==> config.mk <==
export PLATFORM = sky130hd
export DESIGN_NAME = myo_spi_slave
export DESIGN_NICKNAME = d
export VERILOG_FILES = /design/src/rtl/myo_pkg.sv /design/src/rtl/myo_spi_slave_sync_edge.sv /design/src/rtl/myo_spi_slave.sv
export SDC_FILE = /design/constraint.sdc
export NUM_CORES = 1
export LEC_CHECK = 0
export ABC_AREA = 1
export BUFFER_PORTS_ARGS = -buffer_cell sky130_fd_sc_hd__buf_4
export CORE_ASPECT_RATIO = 0.75
export CORE_UTILIZATION = 35
export CTS_CLUSTER_SIZE = 16
export DETAILED_ROUTE_END_ITERATION = 8
export HOLD_SLACK_MARGIN = 0.06
export MAX_ROUTING_LAYER = met4
export PLACE_DENSITY = 0.5
export SKIP_CTS_REPAIR_TIMING = 1
export SLEW_MARGIN = 20
export SYNTH_ARGS = -nofsm -noshare
export SYNTH_HDL_FRONTEND = slang
export SYNTH_SLANG_ARGS = --single-unit
==> constraint.sdc <==
create_clock -name clock -period 2 [get_ports clock]
set_input_delay 0.3 -clock clock [delete_from_list [all_inputs] [get_ports clock]]
set_output_delay 0.3 -clock clock [all_outputs]
set_load 0.01 [all_outputs]
==> src/rtl/myo_pkg.sv <==
// Shared myo link definitions.
// Used by the motor-board slave and the FPGA-side frame builder.
package myo_pkg;

  localparam logic [15:0] HEADER_DEFAULT = 16'h8000;
  localparam int FRAME_BITS = 128;
  localparam int WORD_BITS  = 16;

  // status word field positions
  localparam int ST_MARK   = 15;
  localparam int ST_TMO    = 14;
  localparam int ST_CNT_LO = 0;
  localparam int ST_CNT_W  = 8;

  typedef enum logic [1:0] {
    IDLE,
    SHIFT,
    CHECK
  } state_t;

  function automatic logic [15:0] status_word(
    input logic       tmo,
    input logic [7:0] cnt
  );
    logic [15:0] w;
    w = '0;
    w[ST_MARK] = 1'b1;
    w[ST_TMO] = tmo;
    w[ST_CNT_LO +: ST_CNT_W] = cnt;
    return w;
  endfunction

endpackage

==> src/rtl/myo_spi_slave_sync_edge.sv <==
// Two-flop synchronizer plus a third flop for edge detect.
// Flops come out of reset at the line's idle level.
module spi_sync_edge #(
  parameter logic IDLE_LVL = 1'b0
) (
  input  logic clock,
  input  logic reset_n,
  input  logic din,
  output logic level,
  output logic rise,
  output logic fall
);

  logic s1;
  logic s2;
  logic s3;

  // synchronize and keep one delayed copy
  always_ff @(posedge clock or negedge reset_n) begin
    if (!reset_n) begin
      s1 <= IDLE_LVL;
      s2 <= IDLE_LVL;
      s3 <= IDLE_LVL;
    end else begin
      s1 <= din;
      s2 <= s1;
      s3 <= s2;
    end
  end

  assign level = s2;
  assign rise  = s2 & ~s3;
  assign fall  = ~s2 & s3;

endmodule

==> src/rtl/myo_spi_slave.sv <==
// myo SPI slave: 16-bit words, MSB first, CPOL=0 CPHA=1.
// Receives the PWM reference, returns motor telemetry.
module myo_spi_slave
  import myo_pkg::*;
#(
  parameter int          TIMEOUT_CYCLES = 5_000_000,
  parameter logic [15:0] HEADER         = HEADER_DEFAULT
) (
  input  logic               clock,
  input  logic               reset_n,
  input  logic               sck,
  input  logic               ss_n,
  input  logic               mosi,
  output logic               miso,
  input  logic signed [31:0] position,
  input  logic [15:0]        velocity,
  input  logic [15:0]        current,
  input  logic [15:0]        displacement,
  input  logic [15:0]        sensor1,
  input  logic [15:0]        sensor2,
  output logic signed [15:0] pwm_ref,
  output logic               pwm_valid,
  output logic               frame_error,
  output logic               timed_out
);

  localparam int CNT_W = $clog2(FRAME_BITS);
  localparam int WD_W  = $clog2(TIMEOUT_CYCLES + 1);
  localparam logic [WD_W-1:0]  WD_LOAD  = WD_W'(TIMEOUT_CYCLES);
  localparam logic [CNT_W-1:0] CNT_LAST = CNT_W'(FRAME_BITS - 1);

  logic sck_lvl, sck_rise, sck_fall;
  logic ss_lvl, ss_rise, ss_fall;
  logic mosi_lvl, mosi_rise, mosi_fall;
  logic unused;

  state_t state, state_nxt;
  logic snap, shifting, good, bad, frame_ok;

  logic [FRAME_BITS-1:0] tx;
  logic [FRAME_BITS-1:0] rx;
  logic [CNT_W-1:0]      bit_cnt;
  logic                  full;
  logic                  ovf;
  logic [WD_W-1:0]       wd;
  logic [7:0]            frame_count;

  spi_sync_edge #(.IDLE_LVL(1'b0)) u_sck (
    .clock   (clock),
    .reset_n (reset_n),
    .din     (sck),
    .level   (sck_lvl),
    .rise    (sck_rise),
    .fall    (sck_fall)
  );

  spi_sync_edge #(.IDLE_LVL(1'b1)) u_ss (
    .clock   (clock),
    .reset_n (reset_n),
    .din     (ss_n),
    .level   (ss_lvl),
    .rise    (ss_rise),
    .fall    (ss_fall)
  );

  spi_sync_edge #(.IDLE_LVL(1'b0)) u_mosi (
    .clock   (clock),
    .reset_n (reset_n),
    .din     (mosi),
    .level   (mosi_lvl),
    .rise    (mosi_rise),
    .fall    (mosi_fall)
  );

  assign unused = ^{sck_lvl, ss_lvl, mosi_rise, mosi_fall};

  assign frame_ok = full && !ovf && (bit_cnt == '0)
                 && (rx[FRAME_BITS-1 -: WORD_BITS] == HEADER);

  // state register
  always_ff @(posedge clock or negedge reset_n) begin
    if (!reset_n) state <= IDLE;
    else          state <= state_nxt;
  end

  // next-state logic
  always_comb begin
    state_nxt = state;
    unique case (state)
      IDLE:    if (ss_fall) state_nxt = SHIFT;
      SHIFT:   if (ss_rise) state_nxt = CHECK;
      CHECK:   state_nxt = IDLE;
      default: state_nxt = IDLE;
    endcase
  end

  // per-state control strobes
  always_comb begin
    snap     = 1'b0;
    shifting = 1'b0;
    good     = 1'b0;
    bad      = 1'b0;
    unique case (state)
      IDLE:  snap = ss_fall;
      SHIFT: shifting = 1'b1;
      CHECK: begin
        good = frame_ok;
        bad  = !frame_ok;
      end
      default: ;
    endcase
  end

  // snapshot telemetry, shift tx out on rise, rx in on fall
  always_ff @(posedge clock or negedge reset_n) begin
    if (!reset_n) begin
      tx      <= '0;
      rx      <= '0;
      bit_cnt <= '0;
      full    <= 1'b0;
      ovf     <= 1'b0;
      miso    <= 1'b0;
    end else if (snap) begin
      tx <= {status_word(timed_out, frame_count), position,
             velocity, current, displacement, sensor1, sensor2};
      rx      <= '0;
      bit_cnt <= '0;
      full    <= 1'b0;
      ovf     <= 1'b0;
      miso    <= 1'b0;
    end else if (shifting) begin
      if (sck_rise) begin
        miso <= tx[FRAME_BITS-1];
        tx   <= {tx[FRAME_BITS-2:0], 1'b0};
      end
      if (sck_fall) begin
        rx      <= {rx[FRAME_BITS-2:0], mosi_lvl};
        bit_cnt <= bit_cnt + CNT_W'(1);
        if (full) ovf <= 1'b1;
        if (bit_cnt == CNT_LAST) full <= 1'b1;
      end
    end else begin
      miso <= 1'b0;
    end
  end

  // frame result, watchdog and latched reference
  always_ff @(posedge clock or negedge reset_n) begin
    if (!reset_n) begin
      pwm_ref     <= '0;
      pwm_valid   <= 1'b0;
      frame_error <= 1'b0;
      timed_out   <= 1'b1;
      wd          <= '0;
      frame_count <= '0;
    end else begin
      pwm_valid   <= good;
      frame_error <= bad;
      if (good) begin
        pwm_ref     <= rx[FRAME_BITS-WORD_BITS-1 -: WORD_BITS];
        frame_count <= frame_count + 8'd1;
        wd          <= WD_LOAD;
        timed_out   <= 1'b0;
      end else if (wd > WD_W'(1)) begin
        wd <= wd - WD_W'(1);
      end else begin
        wd        <= '0;
        timed_out <= 1'b1;
        pwm_ref   <= '0;
      end
    end
  end

endmodule
==> run metrics, run 1 <==
status=finished with violations; failing checks=DRC; vias per inst=between 4 and 5; final cell count without fillers=~2400; CP Launch Type=flop; final WL=around 32000 um; Psw=about 5200 uW; CORE AREA=39600 um2; Syn Inst Count=1654; H-tree Lvls=2; Synth area leader=dfrtp_1; Initial Util=0.356; Layout area overhead=24.3%; all-layer global routing usage=0.165; hold_sp=velocity[2]; antenna viol nets, final=0; cts bufs inserted=35; DRC=18; synth warn=0; Mapped Area=between 10000 and 15000 um2; slowest CP cell=dfrtp_1; sequential share of power=0.456; n_diodes=0; library cells used by synthesis=28; Die Ht=between 150 and 200 um; Int Power=between 10000 and 15000 uW; crit-path cells=inv_1 -> ha_1 -> inv_1 -> nor2_1 -> nand2_1 -> nor2_1 -> nand3_2 -> buf_6 -> nand3_1 -> nand2_1; Post-Syn Area per Cell=between 8 and 9 um2; slew margin rel.=0.689; global-route wire length before repair=between 50000 and 60000 um; RR Startpoint=bit_cnt[1]; hold depth=3; Cell Area, Placed=approximately 16000 um2; pin count of the biggest net entering global routing=107; hold_ws=49.4 ps; clock sink count=326; CP Class=reg2reg; Worst Skew=about 11 ps; cell count of the worst reg-to-reg path=10; HPWL Detailed=about 20000 um; post-DR wirelength/cell=13.8 um; CTS clock-pin slew for the worst setup and hold paths=60 ps; Clock Tree Buf Depth=3; Setup crit end kind=flop; worst-margin pin slew=~470 ps; FF+latch count, synth=around 330; Die ar.=about 41000 um2; Fin Setup TNS=0 ps; row cnt=63; CTS root buf=clkbuf_16; vias post-DR=11200; fmax=between 0.5 and 0.6 GHz; initial antenna violation count=0; io pins=about 140; final hold viol count=0; layout cells sized above 1=0.132; DR pass1 iterations=7; max incr delay on CP=410 ps; r2r setup slk=between 200 and 300 ps; Mapped Nets=roughly 1800; Max Cap Viol=0; post-layout min period=1720 ps; later-pin clock latency in the skew report=roughly 520 ps; WHS Endpoint=tx[66]; final core occ=0.442; clock power share=0.364; reg-to-reg endpoint=pwm_ref[6]; cell area power density=roughly 1100 nW/um2; Slew Viols, Final=0; Placer Congestion=roughly 0.80; sequential cell area fraction in the yosys report=0.580; Peak VDD IR=0.581 mV; grt ovf=0; DRT iter0 DRCs=890; Nets=1928; unrepaired setup endpoints after global routing=false; Arrival @ worst endpoint=~2100 ps; top cell type's share of synthesized area=0.572; largest cells by area after synthesis=dfrtp_1 (57%), nand2_1 (15%), nand3_1 (5.8%); final instance area=between 15000 and 20000 um2; Leak=0.00891 uW; fin crit share=0.861; Comb pwr share=0.180; vias in the first global route=roughly 11000; port buffer count=about 140; Setup-failing EPs final=0; CTS tree=built; largest fanout on the critical path=30; sw frac=0.279; dpl cells=2238; Hold Path Class=in2reg; Worst EP required=2400 ps; Die Span X=about 230 um
[routing by layer]
metal | track usage | wire, um | up-vias
li1 | - | - | 5666
met1 | 0.236 | 16400 | 5377
met2 | 0.241 | 14500 | 158
met3 | 0.0258 | 959 | 40
met4 | 0.0441 | 584 | 0
met5 | - | 0 | -
[cells in the mapped netlist]
cell type  number
o21ai_2         1
clkbuf_1       35
nor3_1          4
o21bai_1        2
xnor2_1         9
o31ai_1         1
a21oi_1         8
dfrtp_1       322
nand3_1       163
nand2_1       581
buf_1           4
o21ai_0        42
nand4_1        10
nor2_4          3
a31oi_1       120
or2_2           1
nand3_2         2
dfstp_2         4
buf_2          50
ha_1            5
nand2_2         1
buf_4          15
nand3b_1        1
nor2_1        197
xor2_1         13
inv_2           4
nor2_2          2
inv_1          54
[per-stage QoR]
step                worst slack, ps  power [uW]
floorplan                       469       10900
global placement                289       11900
detailed placement              253       12000
CTS                             243       18900
global route                   57.7       19900
finish                          278       18700
[cells by family after synthesis]
| group | synth area share |
|---|---|
| compound gates | 0.0733 |
| xor+xnor | 0.0137 |
| fa+ha+maj | 0.00444 |
| buf+inv | 0.0516 |
| flops | 0.580 |
| simple gates | 0.277 |
[registers in the layout (all words and copies together) (netlist names)]
| register | cells |
|---|---|
| miso | 1 |
| rx | 128 |
| bit_cnt | 7 |
| frame_count | 8 |
| u_sck.level | 1 |
| tx | 128 |
| u_ss.s3 | 1 |
| frame_error | 1 |
| wd | 23 |
| u_ss.s1 | 1 |
| full | 1 |
| state | 2 |
| pwm_ref | 16 |
| u_sck.s1 | 1 |
| u_ss.level | 1 |
| timed_out | 1 |
| u_mosi.s1 | 1 |
| u_mosi.level | 1 |
| pwm_valid | 1 |
| u_sck.s3 | 1 |
| ovf | 1 |
[critical path, delay by kind of cell, from the launching register on]
family        cells  cell delay, ps
fa+ha+maj         1             160
buf+inv           3             380
flops             1             410
simple gates      6             670
[layout by cell type, fill, tap and decap left out, types with 3 or more instances in the layout]
cell type / n
o21ai_0: 42
inv_2: 3
xor2_1: 13
xnor2_1: 9
dfrtp_1: 322
buf_4: 144
nor2_1: 197
inv_1: 53
clkinv_2: 7
nand2_1: 581
clkbuf_1: 6
nor3_1: 4
ha_1: 5
nand4_1: 10
dlygate4sd3_1: 51
nor2_4: 3
bufinv_16: 4
a31oi_1: 120
clkbuf_8: 8
buf_12: 22
dfstp_2: 4
clkbuf_16: 37
nand3_1: 163
a21oi_1: 8
[worst max path at each step]
stage                     depth (start not counted)        endpoint  slack, ps        from
after CTS                                        10      pwm_ref[6]        240  bit_cnt[1]
after floorplan                                  10     pwm_ref[10]        470  bit_cnt[0]
after global placement                            8          wd[20]        290       wd[2]
after detailed placement                         10  frame_count[7]        250  bit_cnt[1]
after global routing                             10  frame_count[7]         60  bit_cnt[1]
final                                            10      pwm_ref[6]        280  bit_cnt[1]
[cell type report]
cell class | count | area, um2
Fill cell | 3970 | 22100
Tap cell | 520 | 651
Clock buffer | 51 | 1060
Timing Repair Buffer | 219 | 2060
Clock inverter | 10 | 150
Multi-Input combinational cell | 1166 | 5210
Inverter | 58 | 221
Sequential cell | 326 | 8160
[power groups by stage]
stage,registers [uW],logic (uW),clock network [uW]
finish,8530,3370,6820
global route,8690,3920,7300
CTS,8530,3370,7050
detailed placement,8630,3350,0
global placement,8600,3300,0
floorplan,8470,2420,0
Power figures use the tool's default switching activity.
==> inputs of run 2 (changes only) <==
- CORE_MARGIN: default -> 5
- REMOVE_ABC_BUFFERS: default -> 1
- clock period: 2 -> 2.21 ns (I/O delays scaled with it)
==> run metrics, run 2 (synthesized netlist as in run 1, its figures left out) <==
Placer Congestion=a little over 0.8; later-pin clock latency in the skew report=approximately 520 ps; worst-margin pin slew=approximately 740 ps; slowest CP cell=dfrtp_1; final worst slack=approximately 340 ps; reg-to-reg endpoint=bit_cnt[6]; max incr delay on CP=roughly 420 ps; CP Class=reg2reg; CTS tree=built; initial antenna violation count=0; Worst Skew=17.6 ps; DR pass1 iterations=5; met2 Use GR=0.207; Worst EP required=about 2600 ps; largest fanout on the critical path=18; Hold Path Class=in2reg; DRC=0; vias in the first global route=10900; Initial Util=0.355; post-DR wirelength/cell=about 14 um; layout cells sized above 1=0.140; H-tree Lvls=2; Layout area overhead=21.3%; cell count of the worst reg-to-reg path=8; CTS root buf=clkbuf_16; CORE AREA=just under 40000 um2; Fill cells=3902; Leak=around 0.009 uW; Max Cap Viol=0; n_diodes=0; final WL=~32000 um; WHS Endpoint=tx[3]; CP Buf/Inv Count=1; global-route wire length before repair=roughly 55000 um; biggest regs=rx x128, tx x128, wd x23; busiest layer in global routing=met1; DRT iter0 DRCs=approximately 740; most frequent cells in the layout=nand2_1 (581), dfrtp_1 (322), nor2_1 (197); Top delay family on crit path=simple AND/OR/NAND/NOR gates; Crit path top cell by count=nand2_1; clock sink count=approximately 330; met3 usage=0.0278; final hold viol count=0; RR Startpoint=state[1]; hold_ws=78.5 ps; hold depth=3; Nets=about 1900; Setup-failing EPs final=0; Die Ht=184 um; all-layer global routing usage=0.148; r2r setup slk=~340 ps; unrepaired setup endpoints after global routing=false; cts bufs inserted=36; port buffer count=approximately 140; fin crit share=0.844; Psw=approximately 4700 uW; Slew Viols, Final=0; Die Span X=approximately 240 um; Die ar.=around 44000 um2; slew margin rel.=0.508; HPWL Detailed=between 20000 and 25000 um; commonest non-fill, non-tap cell in the layout=nand2_1; Comb pwr share=0.178; post-layout min period=roughly 1900 ps; Setup crit end kind=flop; Peak VDD IR=about 0.46 mV; Arrival @ worst endpoint=about 2300 ps; cell area power density=slightly below 1000 nW/um2; Power Total=~17000 uW; CTS clock-pin slew for the worst setup and hold paths=60 ps; clock power share=0.359; io pins=between 100 and 150; fmax=roughly 0.54 GHz; sw frac=0.282; Int Power=12000 uW; grt ovf=0; row cnt=63; status=finished clean; hold_sp=sensor2[3]; vias post-DR=roughly 11000; pin count of the biggest net entering global routing=a little under 80; Clock Tree Buf Depth=3; met1 GRT Util=0.224; antenna viol nets, final=0; post-place setup slack=around 340 ps; crit-path cells=nor2_2 -> nand3_4 -> nand2_1 -> buf_4 -> nand3_1 -> nor2_1 -> nand2_1 -> a21oi_1; vias per inst=between 4 and 5; sequential share of power=0.463; CP Launch Type=flop
-- run 2: cell type report --
cell class | instances | area (um2) | area share
repair buffers | 182 | 1650 | 0.0966
well taps | 520 | 651 | 0.0381
flip-flops and latches | 326 | 8160 | 0.478
clock buffers | 54 | 1090 | 0.0638
multi-input cells | 1166 | 5210 | 0.305
inverters | 58 | 221 | 0.0130
clock inverters | 8 | 97.6 | 0.00571
-- run 2: power groups by stage --
stage	combinational, uW	sequential [uW]	clock (uW)
6_report	2980	7730	6010
2_1_floorplan	2130	7690	0
5_1_grt	3470	7880	6450
3_3_place_gp	2980	7800	0
4_1_cts	3030	7730	6220
3_5_place_dp	3030	7820	0
-- run 2: stage by stage --
stage / TNS [ps] / util / instance area, um2 / cells
floorplan: -1310340 / - / 13600 / 1550
global placement: 0 / 0.400 / 15800 / 2247
detailed placement: 0 / 0.400 / 15800 / 2247
CTS: 0 / 0.429 / 17000 / 2309
global route: 0 / 0.431 / 17100 / 2314
finish: 0 / 0.431 / 17100 / 2314
-- run 2: metal layers --
metal  share of wire  up-vias
li1                -     5592
met1            0.53     5280
met2            0.41      201
met3           0.044       42
met4           0.015        0
met5               0        -
-- run 2: worst reg2reg max path, stage by stage, from the launching register on --
cell and delay (ps):
dfrtp_1 420, nor2_2 140, nand3_4 220, nand2_1 280, buf_4 260, nand3_1 110, nor2_1 150, nand2_1 70
a21oi_1 130
-- run 2: how the worst max path moves through the flow --
| stage | startpoint | to | slack (ps) | depth (start not counted) |
|---|---|---|---|---|
| after global routing | state[1] | bit_cnt[6] | 200 | 8 |
| final | state[1] | bit_cnt[6] | 340 | 8 |
| after CTS | state[1] | bit_cnt[6] | 320 | 8 |
| after global placement | state[0] | bit_cnt[6] | 420 | 8 |
| after floorplan | u_ss.s3 | tx[127] | -6800 | 4 |
| after detailed placement | state[1] | bit_cnt[6] | 340 | 8 |
